**src/rtl/bus_slot_pkg.sv**
```systemverilog
// Shared definitions for the bus slot scheduler.
// Holds the phase values that bound the two bus slots within one 64-clock CPU cycle,
// and the owner type used to record which master holds the bus in the current slot.
package bus_slot_pkg;

  // Slot A covers phases 0..31 and slot B covers 33..62. Phases 32 and 63 are the
  // non-overlap gaps where nobody owns the bus.
  localparam int unsigned SLOT_A_START = 0;
  localparam int unsigned SLOT_A_END   = 31;
  localparam int unsigned SLOT_B_START = 33;
  localparam int unsigned SLOT_B_END   = 62;
  localparam int unsigned PH_LAST      = 63;

  typedef enum logic [1:0] {
    NONE = 2'd0,
    CPU  = 2'd1,
    AVG  = 2'd2,
    HOST = 2'd3
  } owner_e;

endpackage

```
**src/rtl/rr_arb2.sv**
```systemverilog
// Two-requester round-robin arbiter.
// The grant outputs are combinational and always reflect who would win right now; the
// caller captures them on the cycle it raises decide_i. The priority pointer moves only
// when decide_i sees both requests, so uncontested grants leave fairness untouched.
//   clk_i, rst_ni      clock and asynchronous active-low reset (pointer favours a)
//   decide_i           the caller is latching the result this clock
//   req_a_i, req_b_i   requests
//   gnt_a_o, gnt_b_o   one-hot (or zero) winner
module rr_arb2 (
  input  logic clk_i,
  input  logic rst_ni,
  input  logic decide_i,
  input  logic req_a_i,
  input  logic req_b_i,
  output logic gnt_a_o,
  output logic gnt_b_o
);

  // 0: a has priority on a tie, 1: b has priority.
  logic ptr_q, ptr_d;

  assign gnt_a_o = req_a_i & (~req_b_i | ~ptr_q);
  assign gnt_b_o = req_b_i & (~req_a_i | ptr_q);

  always_comb begin
    ptr_d = ptr_q;
    if (decide_i && req_a_i && req_b_i) begin
      ptr_d = ~ptr_q;
    end
  end

  always_ff @(posedge clk_i or negedge rst_ni) begin
    if (!rst_ni) begin
      ptr_q <= 1'b0;
    end else begin
      ptr_q <= ptr_d;
    end
  end

endmodule

```
**src/rtl/bus_slot_sched.sv**
```systemverilog
// CPU clock-phase generator and bus slot scheduler.
// A free-running phase counter divides the 96 MHz clock into 64-clock CPU cycles. It yields
// the 12 MHz / 6 MHz enables, the two-phase CPU clock levels and the CPU cycle strobe, and
// splits each cycle into two bus slots: slot A is always arbitrated between the vector
// generator and the host; slot B belongs to the CPU unless it is halted, in which case slot B
// is arbitrated too. Halt requests take effect only on a CPU cycle boundary.
//   clk_96MHz, reset_n   system clock, asynchronous active-low reset
//   halt_req             stop the CPU at the next cycle boundary (level)
//   avg_req, host_req    bus requests (level), sampled only at slot decision points
//   ce_12m, ce_6m        one-clock enables every 8 / 16 clocks
//   phi1, phi2           non-overlapping CPU phase levels
//   cpu_ce               one-clock CPU cycle-advance strobe at phase 63
//   halt_ack             CPU is halted
//   cpu_own, gnt_avg, gnt_host   bus owner for the current slot (at most one high)
module bus_slot_sched
  import bus_slot_pkg::*;
#(
  parameter int unsigned PH_BITS = 6
) (
  input  logic clk_96MHz,
  input  logic reset_n,
  input  logic halt_req,
  input  logic avg_req,
  input  logic host_req,
  output logic ce_12m,
  output logic ce_6m,
  output logic phi1,
  output logic phi2,
  output logic cpu_ce,
  output logic halt_ack,
  output logic cpu_own,
  output logic gnt_avg,
  output logic gnt_host
);

  localparam logic [PH_BITS-1:0] PhAStart = PH_BITS'(SLOT_A_START);
  localparam logic [PH_BITS-1:0] PhAEnd   = PH_BITS'(SLOT_A_END);
  localparam logic [PH_BITS-1:0] PhAGap   = PH_BITS'(SLOT_A_END + 1);
  localparam logic [PH_BITS-1:0] PhBStart = PH_BITS'(SLOT_B_START);
  localparam logic [PH_BITS-1:0] PhBEnd   = PH_BITS'(SLOT_B_END);
  localparam logic [PH_BITS-1:0] PhLast   = PH_BITS'(PH_LAST);

  logic [PH_BITS-1:0] ph_q, ph_d;
  logic               halted_q, halted_d;
  owner_e             owner_q, owner_d, arb_owner;
  logic               ce_12m_q, ce_12m_d;
  logic               ce_6m_q, ce_6m_d;
  logic               phi1_q, phi1_d;
  logic               phi2_q, phi2_d;
  logic               cpu_ce_q, cpu_ce_d;
  logic               decide, win_avg, win_host;

  // All registered outputs are computed from the next phase so they line up with ph_q.
  assign ph_d = ph_q + PH_BITS'(1);

  // Halt is only looked at on the edge that closes a CPU cycle.
  assign halted_d = (ph_q == PhLast) ? halt_req : halted_q;

  // Slot B is only contested while the CPU is halted; halted_q cannot change on this edge.
  assign decide = (ph_d == PhAStart) | ((ph_d == PhBStart) & halted_q);

  rr_arb2 u_arb (
    .clk_i    (clk_96MHz),
    .rst_ni   (reset_n),
    .decide_i (decide),
    .req_a_i  (avg_req),
    .req_b_i  (host_req),
    .gnt_a_o  (win_avg),
    .gnt_b_o  (win_host)
  );

  always_comb begin
    arb_owner = NONE;
    if (win_avg) begin
      arb_owner = AVG;
    end else if (win_host) begin
      arb_owner = HOST;
    end

    // Owner is held for the whole slot; late requests or drops mid-slot are ignored.
    owner_d = owner_q;
    if (ph_d == PhAStart) begin
      owner_d = arb_owner;
    end else if (ph_d == PhBStart) begin
      owner_d = halted_q ? arb_owner : CPU;
    end else if ((ph_d == PhAGap) || (ph_d == PhLast)) begin
      owner_d = NONE;
    end
  end

  always_comb begin
    ce_12m_d = &ph_d[2:0];
    ce_6m_d  = &ph_d[3:0];
    phi1_d   = (ph_d <= PhAEnd);
    phi2_d   = (ph_d >= PhBStart) && (ph_d <= PhBEnd);
    // A halting CPU still completes its last cycle; a resuming one gets no strobe.
    cpu_ce_d = (ph_d == PhLast) && !halted_q;
  end

  always_ff @(posedge clk_96MHz or negedge reset_n) begin
    if (!reset_n) begin
      ph_q     <= '0;
      halted_q <= 1'b0;
      owner_q  <= NONE;
      ce_12m_q <= 1'b0;
      ce_6m_q  <= 1'b0;
      phi1_q   <= 1'b0;
      phi2_q   <= 1'b0;
      cpu_ce_q <= 1'b0;
    end else begin
      ph_q     <= ph_d;
      halted_q <= halted_d;
      owner_q  <= owner_d;
      ce_12m_q <= ce_12m_d;
      ce_6m_q  <= ce_6m_d;
      phi1_q   <= phi1_d;
      phi2_q   <= phi2_d;
      cpu_ce_q <= cpu_ce_d;
    end
  end

  assign ce_12m   = ce_12m_q;
  assign ce_6m    = ce_6m_q;
  assign phi1     = phi1_q;
  assign phi2     = phi2_q;
  assign cpu_ce   = cpu_ce_q;
  assign halt_ack = halted_q;
  // Decoding a single owner register keeps the three grants mutually exclusive.
  assign cpu_own  = (owner_q == CPU);
  assign gnt_avg  = (owner_q == AVG);
  assign gnt_host = (owner_q == HOST);

endmodule

```
**config.mk**
```make
export PLATFORM = sky130hd
export DESIGN_NAME = bus_slot_sched
export DESIGN_NICKNAME = d
export VERILOG_FILES = /design/src/rtl/bus_slot_pkg.sv /design/src/rtl/rr_arb2.sv /design/src/rtl/bus_slot_sched.sv
export SDC_FILE = /design/constraint.sdc
export NUM_CORES = 1
export LEC_CHECK = 0
export CELL_PAD_IN_SITES_DETAIL_PLACEMENT = 1
export CELL_PAD_IN_SITES_GLOBAL_PLACEMENT = 1
export CORE_ASPECT_RATIO = 0.75
export CORE_MARGIN = 5
export CORE_UTILIZATION = 35
export CTS_BUF_LIST = sky130_fd_sc_hd__clkbuf_16
export DETAILED_ROUTE_END_ITERATION = 12
export HOLD_SLACK_MARGIN = 0.03
export PLACE_DENSITY_LB_ADDON = 0.1
export SLEW_MARGIN = 20
export SYNTH_ARGS = -nofsm -noshare
export SYNTH_HDL_FRONTEND = slang
export SYNTH_SLANG_ARGS = --single-unit
```
**constraint.sdc**
```tcl
create_clock -name clk_96MHz -period 3.25 [get_ports clk_96MHz]
set_input_delay 0.325 -clock clk_96MHz [delete_from_list [all_inputs] [get_ports clk_96MHz]]
set_output_delay 0.325 -clock clk_96MHz [all_outputs]
set_load 0.05 [all_outputs]
```
## Word-level counts from Yosys, hierarchy flattened

Index checks and enable logic that the tools add are counted.

| storage, ports and cells | value |
|---|---|
| input bits | 5 |
| register bits after elaboration | 15 |
| logic and storage cells | 45 |
| output and inout port bits | 9 |

| cells by class | value |
|---|---|
| add/subtract/negate cells | 1 |
| equality and inequality tests | 7 |
| bitwise gates (word level) | 9 |
| order comparisons | 3 |
| reduce and logical (&&, ||, !) cells | 10 |
| muxes and demuxes | 6 |

Operators with widths:

| operator | count |
|---|---|
| $eq 6x6->1 const B | 4 |
| $mux 2 | 6 |
| $add 6x1->6 const B | 1 |
| $ge 6x6->1 const B | 1 |
| $le 6x5->1 const B | 1 |
| $le 6x6->1 const B | 1 |
| $logic_not 6->1 | 1 |
| $eq 2x2->1 const B | 2 |
| $logic_and 1x1->1 | 4 |
| $reduce_and 4->1 | 1 |
| $and 1x1->1 | 3 |
| $not 1->1 | 3 |
| $or 1x1->1 | 3 |
| $reduce_and 3->1 | 1 |
| $reduce_bool 3->1 | 1 |
| $eq 2x1->1 const B | 1 |
| $logic_not 1->1 | 1 |
| $logic_or 1x1->1 | 1 |

## Longest topological paths before layout

Gate-level depths: netlist of run 1.

| depth | value |
|---|---|
| depth after elaboration | 8 |
| gate-level depth with buffers | 8 |
| gate-level depth less buffers | 8 |

## Modules after synthesis

Synthesis of run 1 repeated with hierarchy kept, for this count alone.

| second synthesis, totals | value |
|---|---|
| cells, all modules | 91 |
| area total of the unflattened synthesis | 895.9 um2 |

By module, submodules not included:

| module | sequential area each (um2) | cells each | instances | area each (um2) |
|---|---|---|---|---|
| bus_slot_sched | 350.3 | 85 | 1 | 838.3 |
| rr_arb2 | 25.0 | 6 | 1 | 57.6 |

## Worst setup path before layout of run 1

No wires, ideal clock.

| path | value |
|---|---|
| path type | register to register |
| start point | reg ph_q[0] |
| end point | reg owner_q[0] |
| required time | 3128 ps |
| library setup time | 122 ps |
| arrival time | 1648 ps |
| clock period less this slack | 1770 ps |
| stages on the path, launching flop included | 7 |
| path buffers | 0 |
| setup slack | 1480 ps |
| cell sequence | dfrtp_1 ha_1 nand3_1 xor2_2 inv_1 or2_1 a32o_1 |

| between the ends | value |
|---|---|
| cells in the longest elaborated chain, start to end | 4 |
| elaborated cells between the ends (all ways) | 9 |
| classes of those cells | add/sub: 1; eq/ne: 3; mux: 2; reduce/logical: 3 |

Ends and longest elaborated chain:

| what | RTL line | text |
|---|---|---|
| from (decl) | bus_slot_sched.sv:43 | `logic [PH_BITS-1:0] ph_q, ph_d;` |
| from (signal assigned) | bus_slot_sched.sv:111 | `ph_q <= ph_d;` |
| $add 6x1->6 (*) | bus_slot_sched.sv:54 | `assign ph_d = ph_q + PH_BITS'(1);` |
| net ph_d[4] | bus_slot_sched.sv:43 |  |
| $eq 6x6->1, on equally long branches | bus_slot_sched.sv:84, bus_slot_sched.sv:86 |  |
| $mux 2 / $logic_or 1x1->1 (equally long branches) | bus_slot_sched.sv:84, bus_slot_sched.sv:86 |  |
| $mux 2 / $reduce_bool 3->1 (equally long branches) | n/a |  |
| to (signal assigned) | bus_slot_sched.sv:113 | `owner_q <= owner_d;` |
| to (decl) | bus_slot_sched.sv:45 | `owner_e owner_q, owner_d, arb_owner;` |

The timed path passes the listed nets; every way through them passes the cells marked *.
A chain may end at the register's enable or synchronous reset.

## Worst setup path in the final report of run 1

| path | value |
|---|---|
| start point | reg ph_q[0] |
| end point | reg owner_q[1] |

Same word-level chain as after synthesis.

==> results of run 1 <==
power breakdown:
group          switching [mW]  internal, mW  leakage (nW)
logic                  0.0189        0.0128         0.235
registers             0.00297         0.190         0.182
clock network          0.0714         0.164        0.0409
total                  0.0933         0.367         0.459
layer usage:
layer | routed length, um | track usage, % | part of all wire [%] | vias to the layer above
met5 | 0 | 0 | 0 | -
met4 | 21 | 4.054 | 1.2 | 0
met3 | 99 | 4.077 | 5.6 | 2
met2 | 720 | 18.95 | 41 | 14
met1 | 917 | 15.55 | 52 | 271
li1 | - | - | - | 304
placed cells by master (no fill, tap or decap), types with 2 or more instances in the layout:
cell type | synthesis | layout
dfrtp_1 | 15 | 15
clkdlybuf4s50_1 | 0 | 13
inv_1 | 7 | 7
nand2_1 | 5 | 5
ha_1 | 5 | 5
and2_1 | 4 | 4
nor2_1 | 4 | 4
o21ai_0 | 3 | 3
nor2b_1 | 3 | 3
clkbuf_16 | 0 | 3
nand3_1 | 2 | 2
nor3_1 | 2 | 2
a21oi_1 | 2 | 2
and4b_1 | 2 | 2
o21ai_1 | 2 | 2
a32o_1 | 2 | 2
worst max-delay path: stages, from the launching register on:
cell and delay, ns:
dfrtp_1 0.47, ha_1 0.30, nand3_1 0.15, xor2_2 0.35, inv_1 0.14, or2_1 0.27
a32o_1 0.27
per-stage QoR:
stage                     util [%]  hold WS, ns  area, um^2  setup WS (ns)  instances
after floorplan                  -      0.02941       834.6          1.480         80
after global placement       43.66       0.4549       999.7          1.300        126
after detailed placement     43.66       0.4704       999.7          1.214        126
after CTS                    47.16       0.4793        1080          1.179        130
after global routing         47.16       0.5192        1080          1.020        130
final                        47.16       0.4723        1080          1.195        130
kinds of logic after synthesis:
| group | Yosys count |
|---|---|
| and+or+nand+nor | 32 |
| DFF | 15 |
| AOI/OAI and AO/OA | 14 |
| buffers and inverters | 9 |
| adders and majority gates | 5 |
| xor gates and xnor gates | 4 |
| muxes | 1 |
registers in the layout, indices dropped and copies added (netlist names):
| register | count |
|---|---|
| phi2 | 1 |
| halt_ack | 1 |
| ce_6m | 1 |
| u_arb.ptr_q | 1 |
| phi1 | 1 |
| cpu_ce | 1 |
| ce_12m | 1 |
| owner_q | 2 |
| ph_q | 6 |
path summary, 6_finish.rpt:
| check | from | to | slack [ns] | cells past startpoint |
|---|---|---|---|---|
| max in group asynchronous | reset_n | owner_q[1] | 2.32 | 1 |
| worst min-delay path | u_arb.ptr_q | u_arb.ptr_q | 0.47 | 1 |
| worst max register to register | ph_q[0] | owner_q[1] | 1.20 | 6 |
| worst max-delay path | ph_q[0] | owner_q[1] | 1.20 | 6 |
| min in group asynchronous | reset_n | ph_q[1] | 0.50 | 1 |
| worst min register to register | u_arb.ptr_q | u_arb.ptr_q | 0.47 | 1 |
cell type report:
class / count / area, um^2 / area share (%)
Multi-Input combinational cell: 56 / 421.7 / 39.05
Inverter: 8 / 30.03 / 2.781
Tap cell: 34 / 42.54 / 3.940
Sequential cell: 15 / 375.4 / 34.76
Clock buffer: 3 / 75.07 / 6.952
Clock inverter: 1 / 5.005 / 0.4635
Timing Repair Buffer: 13 / 130.1 / 12.05
==> flow_summary.toml, run 1 <==
[clock_network]
cts_sinks = 15
cts_max_level = 1
clockBufferDepth = 2
clk-insertion-delay-late_ns = 0.24
cts_setup_buffers = 0
cts_root_buffer = "clkbuf_16"
cts_buffers = 3
clk_pin_slew_ns = 0.05
ctsResizeCount = 0
cts_tree = "built"
holdBufCountCts = 0

[sta]
finalSetupViolations = 0
tightest_slew_ns = 0.6838
slew_headroom_pct = 54.27
finalCritPeriodShare_pct = 63.22
rsz0062_at_grt = "no"
finalSetupTns_ns = 0
maxClockFrequency_ghz = 0.4867
post-route-min-period_ns = 2.055
clock_skew_ns = 0.001139
hold_viol_final = 0
slew_viol_final = 0

[synthesis]
yosysTopAreaCell = "dfrtp_1"
synth_top_family_by_area = "simple AND/OR/NAND/NOR gates"
synthCells = 80
synthXorXnorAreaFrac_pct = 5.997
yosysSeqAreaShare_pct = 44.98
async_reset_ff_share_pct = 100.0
synthMuxAreaShare_pct = 1.349
ys.flop_type = "dfrtp_1"
synth.most_common_cell = "dfrtp_1"
synth-adder-area-share_pct = 7.496
netlist.area_leader.share_pct = 44.98
netlist_area_um2 = 834.6
synth_area_leaders = "dfrtp_1 (45%), ha_1 (7.5%), inv_1 (3.1%), and2_1 (3.0%), a32o_1 (2.4%)"
syn_avg_cell_area_um2 = 10.43
synth.distinct_cells = 36
ys_ff_latch = 15
synth-compound-area-share_pct = 12.14
syn-num-nets = 90
synth_edf_count = 0
synth-warning-count = 0
synth_common_cells = "dfrtp_1 (15), inv_1 (7), ha_1 (5), nand2_1 (5)"
synthSimpleGateAreaFrac_pct = 23.54

[final_layout]
num-nets-final = 107
antenna_cells = 0
fill_cells = 267
syn_to_final_growth_pct = 29.39
drive_above_1_share_pct = 13.54

[run]
drv_cap = 0

[worst_setup_path]
end_kind = "flop"
critPathKind = "reg2reg"
critPathRequiredTime_ns = 3.38
critical_path_peak_fanout = 8
start_kind = "flop"
worstPathArrival_ns = 2.18

[drt]
dr.pass1.iters = 4
vias_per_cell = 4.546
vias = 591
first_iter_violations = 22
wl_um = 1758
ant_nets = 0
drc = 0
wire_per_inst_um = 13.52

[placement]
port_buffers = 13
gp_congestion = 0.7583
hpwl_um = 1387

[pwr]
total_power_mw = 0.4599
power_density_mw_per_mm2 = 425.9
leakage_nw = 0.4586
vdd_drop_max_v = 0.0002897

[die]
die_x_um = 66.39
die_h_um = 52.29
core_area_mm2 = 0.002290
rows = 15
ios = 14
start_util_pct = 36.45
die-area_mm2 = 0.003471

[global_routing]
grt_max_degree = 16
antenna_found_initial = 0
grt_pass1_vias = 632
grt_use_total_pct = 12.09
grt_pass1_wl_um = 3036
overflow = 0

[outcome]
status = "completed"

[hold_path]
hp-class = "reg2reg"
Power figures use the tool's default switching activity.
==> inputs of run 2 (changes only) <==
==> constraint.sdc (replaced) <==
create_clock -name clk_96MHz -period 2.1 [get_ports clk_96MHz]
set_input_delay 0.21 -clock clk_96MHz [delete_from_list [all_inputs] [get_ports clk_96MHz]]
set_output_delay 0.21 -clock clk_96MHz [all_outputs]
set_load 0.05 [all_outputs]
==> flow_summary.toml, run 2 (synthesized netlist as in run 1, its figures left out) <==
[worst_setup_path]
critPathKind = "reg2reg"
critPathRequiredTime_ns = 2.22
cp_slowest_cell = "dfrtp_1"
critical_path_peak_fanout = 7
crit_chain = "ha_1 > nand3_1 > xor2_2 > inv_1 > or2_1 > a32o_1"
end_kind = "flop"
slowest_delay_ns = 0.38
worstPathArrival_ns = 2.01
rr_startpoint = "ph_q[0]"
start_kind = "flop"
crit_start = "ph_q[0]"

[sta]
hold_viol_final = 0
clock_skew_ns = 0.002630
post-route-min-period_ns = 1.882
setup_ws_ns = 0.2182
finalSetupTns_ns = 0
rsz0062_at_grt = "no"
slew_viol_final = 0
slew_headroom_pct = 54.61
tightest_slew_ns = 0.6787
finalSetupViolations = 0
finalCritPeriodShare_pct = 89.61
maxClockFrequency_ghz = 0.5314

[global_routing]
antenna_found_initial = 0
grt_use_total_pct = 12.90
grt_max_degree = 16
grt_pass1_wl_um = 3222
overflow = 0
grt_pass1_vias = 646

[run]
drv_cap = 0

[drt]
dr.pass1.iters = 3
drc = 0
maxUsedRoutingLayer = "met4"
wl_met1_um = 940
ant_nets = 0
dr_wl_met3_um = 95
vias = 608
vias_per_cell = 4.606
first_iter_violations = 1
wl_met2_um = 855
wire_per_inst_um = 14.37
wl_um = 1897

[placement]
gp_congestion = 0.7807
placed_area_mm2 = 0.001015
dp_slack_ns = 0.2366
port_buffers = 13
hpwl_um = 1451

[final_layout]
fill_cells = 264
drive_above_1_share_pct = 15.31
final_cell_mix = "dfrtp_1 (15), clkdlybuf4s50_1 (13), inv_1 (7)"
reg_top3 = "ph_q: 6 flops, owner_q: 2 flops"
register_area_um2 = 375.4
multi_input_comb_area_um2 = 421.7
final_cell_area_mm2 = 0.001095
num-nets-final = 109
final_common_cell = "dfrtp_1"
antenna_cells = 0
syn_to_final_growth_pct = 31.18
largest_reg_flops = 6
largest_register = "ph_q"

[clock_network]
clk_pin_slew_ns = 0.05
cts_max_level = 1
holdBufCountCts = 0
cts_tree = "built"
ctsResizeCount = 0
cts_buffers = 3
clk-insertion-delay-late_ns = 0.24
clockBufferDepth = 2
cts_root_buffer = "clkbuf_16"
cts_setup_buffers = 0
cts_sinks = 15

[die]
die_x_um = 66.39
die-area_mm2 = 0.003471
core_area_mm2 = 0.002290
die_h_um = 52.29
start_util_pct = 36.45
ios = 14
rows = 15

[pwr]
power_density_mw_per_mm2 = 650.4
total_power_mw = 0.7120
p_sw_share_pct = 20.31
netSwitchingPower_mw = 0.1446
vdd_drop_max_v = 0.0003967
leakage_nw = 0.4683
power_frac_seq_pct = 41.9
pwr-share-comb_pct = 6.9
intPower_mw = 0.5674
clkPwrFrac_pct = 51.2

[outcome]
status = "completed"

[hold_path]
hp-class = "in2async"
==> run 2: critical path, delay by kind of cell (launching register included) <==
kind	cells	cell delay [ns]
XOR/XNOR	1	0.32
buffers and inverters	1	0.13
AND/OR/NAND/NOR	2	0.40
adder cells (fa/ha/maj)	1	0.27
flip-flops	1	0.38
AO/OA/AOI/OAI	1	0.27
==> run 2: final cells by class <==
class	instances	share of cell area, %
clock inverters	1	0.4571
well taps	34	3.886
multi-input cells	56	38.51
clock buffers	3	6.857
repair buffers	15	13.26
flip-flops and latches	15	34.29
inverters	8	2.743
==> run 2: per-layer routing <==
metal  vias up  track usage [%]
met5         -                0
met4         0            3.041
met3         2            4.721
met2        13            20.76
met1       282            16.43
li1        311                -
==> run 2: power groups by stage <==
stage | Clock, mW | Sequential (mW) | Combinational (mW)
finish | 0.364 | 0.299 | 0.0489
global route | 0.395 | 0.299 | 0.0524
CTS | 0.377 | 0.299 | 0.0499
detailed placement | 0 | 0.303 | 0.0494
global placement | 0 | 0.303 | 0.0489
floorplan | 0 | 0.305 | 0.0216
==> run 2: metrics by stage <==
stage / util (%) / std cells / hold slack [ns]
global placement: 44.32 / 128 / 0.4548
global route: 47.81 / 132 / 0.4502
floorplan: - / 80 / -0.08559
CTS: 47.81 / 132 / 0.4042
finish: 47.81 / 132 / 0.3824
detailed placement: 44.32 / 128 / 0.4680
==> run 2: path summary, 6_finish.rpt <==
kind | endpoint | slack, ns | depth (start not counted)
setup / recovery | owner_q[0] | 0.22 | 6
hold / removal | ph_q[2] | 0.38 | 1
setup reg to reg | owner_q[0] | 0.22 | 6
hold reg to reg | u_arb.ptr_q | 0.47 | 1
max in group asynchronous | halt_ack | 1.28 | 1
min in group clk_96MHz | u_arb.ptr_q | 0.47 | 1
==> inputs of run 3 (changes only) <==
--- a/config.mk
+++ b/config.mk
@@ -14,6 +14,7 @@
 export DETAILED_ROUTE_END_ITERATION = 12
 export HOLD_SLACK_MARGIN = 0.03
 export PLACE_DENSITY_LB_ADDON = 0.1
+export SKIP_LAST_GASP = 1
 export SLEW_MARGIN = 20
 export SYNTH_ARGS = -nofsm -noshare
 export SYNTH_HDL_FRONTEND = slang
==> results of run 3 <==
The final DEF is identical to that of run 2; final timing and power are the same.
